$ cat src/rtl/ysyx_22041412_clint_ctrl.sv
// CLINT register-access controller and tick scheduler.
// Owns mtime, mtimecmp and msip, serialises MMIO requests against the
// prescaled mtime increment, and drives registered timer/soft interrupts.
module ysyx_22041412_clint_ctrl #(
   parameter int PRESCALE = 16,
   parameter int ADDR_W   = 16
) (
   input  logic              clk,
   input  logic              rst,
   input  logic              mtime_en,
   input  logic              mtie,
   input  logic              msie,
   input  logic              req_valid,
   output logic              req_ready,
   input  logic              req_we,
   input  logic [ADDR_W-1:0] req_addr,
   input  logic [31:0]       req_wdata,
   output logic              resp_valid,
   input  logic              resp_ready,
   output logic [31:0]       resp_rdata,
   output logic              resp_err,
   output logic              irq_timer,
   output logic              irq_soft,
   output logic [31:0]       mtime_lo
);

   localparam logic [15:0]       PS_LAST      = 16'(PRESCALE - 1);
   localparam logic [ADDR_W-1:0] A_MSIP       = ADDR_W'(32'h0000);
   localparam logic [ADDR_W-1:0] A_MTIMECMP_L = ADDR_W'(32'h4000);
   localparam logic [ADDR_W-1:0] A_MTIMECMP_H = ADDR_W'(32'h4004);
   localparam logic [ADDR_W-1:0] A_MTIME_L    = ADDR_W'(32'hBFF8);
   localparam logic [ADDR_W-1:0] A_MTIME_H    = ADDR_W'(32'hBFFC);

   typedef enum logic {IDLE, RESP} state_t;

   state_t      state, state_nxt;
   logic [15:0] ps_cnt;
   logic        tick;
   logic [63:0] mtime;
   logic [63:0] mtimecmp;
   logic        msip;

   logic        sel_msip, sel_cmp_lo, sel_cmp_hi, sel_time_lo, sel_time_hi;
   logic        dec_err;
   logic [31:0] rd_word;
   logic        accept;
   logic        wr;

   assign tick     = mtime_en && (ps_cnt == PS_LAST);
   assign accept   = (state == IDLE) && req_valid;
   assign wr       = accept && req_we && !dec_err;
   assign mtime_lo = mtime[31:0];

   // Address decode and read mux; reads see the pre-increment register values.
   always_comb begin
      sel_msip    = (req_addr == A_MSIP);
      sel_cmp_lo  = (req_addr == A_MTIMECMP_L);
      sel_cmp_hi  = (req_addr == A_MTIMECMP_H);
      sel_time_lo = (req_addr == A_MTIME_L);
      sel_time_hi = (req_addr == A_MTIME_H);
      dec_err     = (req_addr[1:0] != 2'b00) ||
                    !(sel_msip || sel_cmp_lo || sel_cmp_hi || sel_time_lo || sel_time_hi);
      rd_word     = 32'h0;
      if (sel_msip)    rd_word = {31'h0, msip};
      if (sel_cmp_lo)  rd_word = mtimecmp[31:0];
      if (sel_cmp_hi)  rd_word = mtimecmp[63:32];
      if (sel_time_lo) rd_word = mtime[31:0];
      if (sel_time_hi) rd_word = mtime[63:32];
   end

   // Request FSM state register.
   always_ff @(posedge clk or negedge rst) begin
      if (!rst) state <= IDLE;
      else      state <= state_nxt;
   end

   // Request FSM next state and handshake outputs.
   always_comb begin
      state_nxt  = state;
      req_ready  = 1'b0;
      resp_valid = 1'b0;
      case (state)
         IDLE: begin
            req_ready = 1'b1;
            if (req_valid) state_nxt = RESP;
         end
         RESP: begin
            resp_valid = 1'b1;
            if (resp_ready) state_nxt = IDLE;
         end
         default: state_nxt = IDLE;
      endcase
   end

   // Response capture at acceptance; held stable throughout RESP.
   always_ff @(posedge clk or negedge rst) begin
      if (!rst) begin
         resp_rdata <= 32'h0;
         resp_err   <= 1'b0;
      end else if (accept) begin
         resp_err   <= dec_err;
         resp_rdata <= (dec_err || req_we) ? 32'h0 : rd_word;
      end
   end

   // Prescaler: advances only while enabled, wraps on the tick cycle.
   always_ff @(posedge clk or negedge rst) begin
      if (!rst)          ps_cnt <= 16'h0;
      else if (mtime_en) ps_cnt <= tick ? 16'h0 : ps_cnt + 16'h1;
   end

   // mtime: a CPU word write beats the tick and suppresses that cycle's increment.
   always_ff @(posedge clk or negedge rst) begin
      if (!rst)                    mtime         <= 64'h0;
      else if (wr && sel_time_lo)  mtime[31:0]   <= req_wdata;
      else if (wr && sel_time_hi)  mtime[63:32]  <= req_wdata;
      else if (tick)               mtime         <= mtime + 64'h1;
   end

   // mtimecmp and msip software-writable registers.
   always_ff @(posedge clk or negedge rst) begin
      if (!rst) begin
         mtimecmp <= 64'hFFFF_FFFF_FFFF_FFFF;
         msip     <= 1'b0;
      end else begin
         if (wr && sel_cmp_lo) mtimecmp[31:0]  <= req_wdata;
         if (wr && sel_cmp_hi) mtimecmp[63:32] <= req_wdata;
         if (wr && sel_msip)   msip            <= req_wdata[0];
      end
   end

   // Registered interrupt lines, one cycle behind the register state.
   always_ff @(posedge clk or negedge rst) begin
      if (!rst) begin
         irq_timer <= 1'b0;
         irq_soft  <= 1'b0;
      end else begin
         irq_timer <= (mtime >= mtimecmp) && mtie;
         irq_soft  <= msip && msie;
      end
   end

endmodule

$ cat config.mk
export PLATFORM = sky130hd
export DESIGN_NAME = ysyx_22041412_clint_ctrl
export DESIGN_NICKNAME = d
export VERILOG_FILES = /design/src/rtl/ysyx_22041412_clint_ctrl.sv
export SDC_FILE = /design/constraint.sdc
export NUM_CORES = 1
export LEC_CHECK = 0
export CORE_ASPECT_RATIO = 0.8
export CORE_MARGIN = 5
export CORE_UTILIZATION = 57
export DETAILED_ROUTE_END_ITERATION = 10
export GPL_ROUTABILITY_DRIVEN = 0
export PLACE_DENSITY = 0.78
export SLEW_MARGIN = 30
export SYNTH_ARGS = -nofsm -noshare
export SYNTH_HDL_FRONTEND = slang
export SYNTH_SLANG_ARGS = --single-unit
$ cat constraint.sdc
create_clock -name clk -period 3.1 [get_ports clk]
set_clock_uncertainty 0.15 [all_clocks]
set_input_delay 0.62 -clock clk [delete_from_list [all_inputs] [get_ports clk]]
set_output_delay 0.62 -clock clk [all_outputs]
set_load 0.02 [all_outputs]
==> results of run 1 <==
## what timing repair did
| item | in CTS | in global routing |
|---|---|---|
| gates resized for setup | 1 | 1 |
| setup endpoints to repair | 1 | 1 |
| endpoints found under the hold margin | 0 | 0 |
## cells by family (layout without fill, tap and decap cells)
| group | Yosys count | after routing | synth area share (%) |
|---|---|---|---|
| DFF | 181 | 181 | 41.2 |
| muxes | 70 | 70 | 7.01 |
| adders and majority gates | 66 | 66 | 7.38 |
| AOI/OAI and AO/OA | 333 | 333 | 19.3 |
| buffers and inverters | 176 | 316 | 7.04 |
| xor gates and xnor gates | 45 | 45 | 3.52 |
| and+or+nand+nor | 329 | 329 | 14.5 |
## power by group
| group | switching [W] | total (W) | leakage [nW] | internal [W] |
|---|---|---|---|---|
| sequential | 0.0000508 | 0.00246 | 2.22 | 0.00241 |
| clock | 0.000991 | 0.00235 | 0.300 | 0.00136 |
| combinational | 0.000189 | 0.000324 | 3.26 | 0.000135 |
| total | 0.00123 | 0.00513 | 5.78 | 0.00390 |
## worst register-to-register path: cells and delay by family (launching register included)
kind	cells	cell delay, ns
buf+inv	1	0.19
flops	1	0.56
simple gates	1	0.20
fa+ha+maj	1	0.23
compound gates	5	1.55
## worst min path at each step
stage	from	end	slack [ns]	cells past startpoint
global placement	resp_rdata[9]	resp_rdata[9]	0.31	2
CTS	rst	ps_cnt[12]	0.09	1
global route	rst	ps_cnt[12]	0.10	1
floorplan	rst	irq_soft	0.17	0
detailed placement	ps_cnt[15]	ps_cnt[15]	0.32	1
finish	rst	ps_cnt[6]	0.06	1
## stage by stage
stage               cells  setup WS (ns)  cell area, sq um  hold slack [ns]
floorplan            1200          0.322             11200            0.174
global placement     1566         -0.237             13000            0.313
detailed placement   1566         -0.111             13000            0.324
CTS                  1598         0.0357             13600           0.0907
global route         1598         0.0458             13600            0.101
finish               1598         0.0745             13600           0.0551
## registers in the layout, summed over array words and instances (netlist names)
name        count
ps_cnt         16
irq_timer       1
state           1
irq_soft        1
resp_err        1
msip            1
mtime          64
resp_rdata     32
mtimecmp       64
## layout make-up
class	instances	share of cell area (%)
Timing Repair Buffer	203	14.0
Clock buffer	17	3.13
Multi-Input combinational cell	843	42.8
Inverter	81	2.24
Clock inverter	15	1.48
Tap cell	258	2.37
Sequential cell	181	33.9
## per-layer routing
| layer | GRT usage (%) | share of wire (%) | vias to the layer above |
|---|---|---|---|
| met5 | 0 | 0.038 | - |
| met4 | 8.41 | 2.2 | 2 |
| met3 | 6.80 | 10 | 75 |
| met2 | 47.1 | 44 | 576 |
| met1 | 43.5 | 43 | 5042 |
| li1 | - | - | 4641 |
## Yosys cell counts, types with 4 or more instances
library cell | n | share of area, %
mux2_2 | 67 | 6.7
o31ai_1 | 8 | 0.54
a31oi_1 | 7 | 0.39
and4_1 | 5 | 0.39
inv_1 | 81 | 2.7
xnor2_1 | 31 | 2.4
a22oi_1 | 6 | 0.40
buf_1 | 4 | 0.13
buf_4 | 32 | 2.1
dfrtp_1 | 117 | 26
and3_1 | 12 | 0.67
a311oi_1 | 4 | 0.31
nand3_1 | 37 | 1.7
dfstp_2 | 64 | 15
nand2_1 | 84 | 2.8
a21oi_1 | 88 | 3.9
nand4_1 | 35 | 2.0
nor4_1 | 20 | 1.1
o22ai_1 | 7 | 0.39
or4_1 | 7 | 0.47
a32oi_1 | 7 | 0.55
nor2_1 | 79 | 2.6
and2_1 | 7 | 0.39
ha_1 | 66 | 7.4
o41ai_1 | 6 | 0.47
or3_1 | 4 | 0.22
nor2b_1 | 5 | 0.28
nor3_1 | 23 | 1.0
o21ai_0 | 91 | 4.1
xor2_1 | 14 | 1.1
clkbuf_1 | 53 | 1.8
a21o_1 | 46 | 3.1
a211oi_1 | 4 | 0.27
buf_2 | 6 | 0.27
a222oi_1 | 31 | 2.8
==> key figures, run 1 <==
Run status
  – Outcome: finished, final reports clean

STA
  – Min Tclk post-route: 3.03 ns
  – Period utilization: approximately 98%
  – Slew Viols, Final: 0
  – Fmax: approximately 330 MHz
  – Setup-failing EPs final: 0
  – Worst slew margin: 37.6%
  – TNS Setup: 0 ns
  – Tightest Pin Transition: roughly 0.91 ns
  – Final Hold Vio Count: 0
  – RSZ-0062 raised after global routing: false

Clock tree
  – Post-CTS repair timing setup buffer count: 0
  – Root buffer cell: clkbuf_16
  – Clk sink count: approximately 180
  – H-tree levels: 4
  – Worst skew pair latency: approximately 0.44 ns
  – TritonCTS Buffers: 17
  – Hold buffer count at cts: 0
  – CTS max path bufs: 2
  – Worst-path clk slew: roughly 0.070 ns
  – CTS tree: yes

Cells and area
  – Ant. Diodes: 0
  – Synth-to-Final Area Change: 21.5%
  – Reg area: approximately 4600 sq um
  – Nets: 1,449
  – Fin util: 71.0%
  – Commonest non-fill, non-tap cell in the layout: clkdlybuf4s50_1
  – Most frequent cells in the layout: 123 x clkdlybuf4s50_1, 117 x dfrtp_1, 91 x o21ai_0
  – Fill cells: ~1,500
  – Layout cells sized above 1: 19.2%
  – Multi-input logic area: 5830 sq um

Yosys
  – Syn Nets: roughly 1,300
  – Seq/Total Area, Yosys: around two fifths
  – Yosys warning total: 0
  – Main flop type after synthesis: dfrtp_1
  – Syn avg cell area: about 9.3 sq um
  – FF+latch count, synth: 181
  – Post-synth EDFFs: 0
  – Mapped Area: around 11,000 sq um
  – Mapped Cells: 1,200
  – Post-synth cell types: 60
  – Fraction of registers with async set/reset: between 90% and 100%

Routing
  – Average wire per standard cell: roughly 21 microns
  – Vias: between 10,000 and 15,000
  – Post-route DRC: 0
  – Final ANT Viol Nets: 0
  – Vias per inst: approximately 6.5
  – Iteration-0 DRC Markers: 1,337
  – Final WL: ~34,000 microns
  – TritonRoute pass-1 iters: 6

Placement
  – Port Buffer Count: ~120
  – Detailed placer's ending HPWL: around 24,000 microns

Floorplan
  – Die area: roughly 23,000 sq um
  – Die Height: approximately 140 microns
  – Initial Util: 58.5%
  – Die width: between 150 and 200 microns
  – Ports: between 100 and 150
  – Core ar.: between 15,000 and 20,000 sq um
  – Cell Rows: between 40 and 50

Worst setup path
  – Critical path's largest stage delay: around 0.56 ns
  – Critical Path Sink Type: flop
  – RR Startpoint: mtimecmp[0]
  – CP Depth: 8
  – Crit start category: flop
  – Buf/Inv on CP: 1
  – CP Launch Point: mtimecmp[0]
  – Crit Reg-Reg Endpoint: irq_timer
  – WS Path Type: flop to flop
  – Setup crit end: irq_timer
  – Worst R2R Setup Slack: 0.07 ns
  – Worst endpoint data arrival time: about 3.2 ns
  – Critical path fanouts, max: 3
  – Path depth of the worst reg2reg path: 8
  – CP cell instances: ha_1, nand2b_1, a2111oi_2, buf_4, o31ai_1, a2111o_1, a221oi_1, a211oi_1
  – CP max stage cell: dfstp_2
  – Worst path required time: around 3.2 ns
  – Family with the most delay on the worst path: compound AO/OA/AOI/OAI gates

Pwr
  – Pwr/cell area: approximately 380 nW/um^2
  – Leak: 5.78 nW
  – Peak supply drop: roughly 0.00032 V
  – Power Total: between 0.005 and 0.006 W

Global routing
  – First-pass GRT wire length: approximately 55,000 microns
  – Vias in the first global route: roughly 10,000
  – Total GRT Usage: between 30% and 40%
  – Pin count of the biggest net entering global routing: 75
  – Remaining global-route overflow: 0
  – Initial antenna violation count: 1

Job
  – Max Cap Viol: 0

Hold path
  – Hold Path Class: primary input to asynchronous set/reset pin
Note: power is estimated with default switching activity, not from simulation.
==> run 2: changes to the inputs <==
Settings changed: CTS_CLUSTER_SIZE set to 40.
==> results of run 2 <==
Final layout, timing and power as in run 1 (identical DEF).
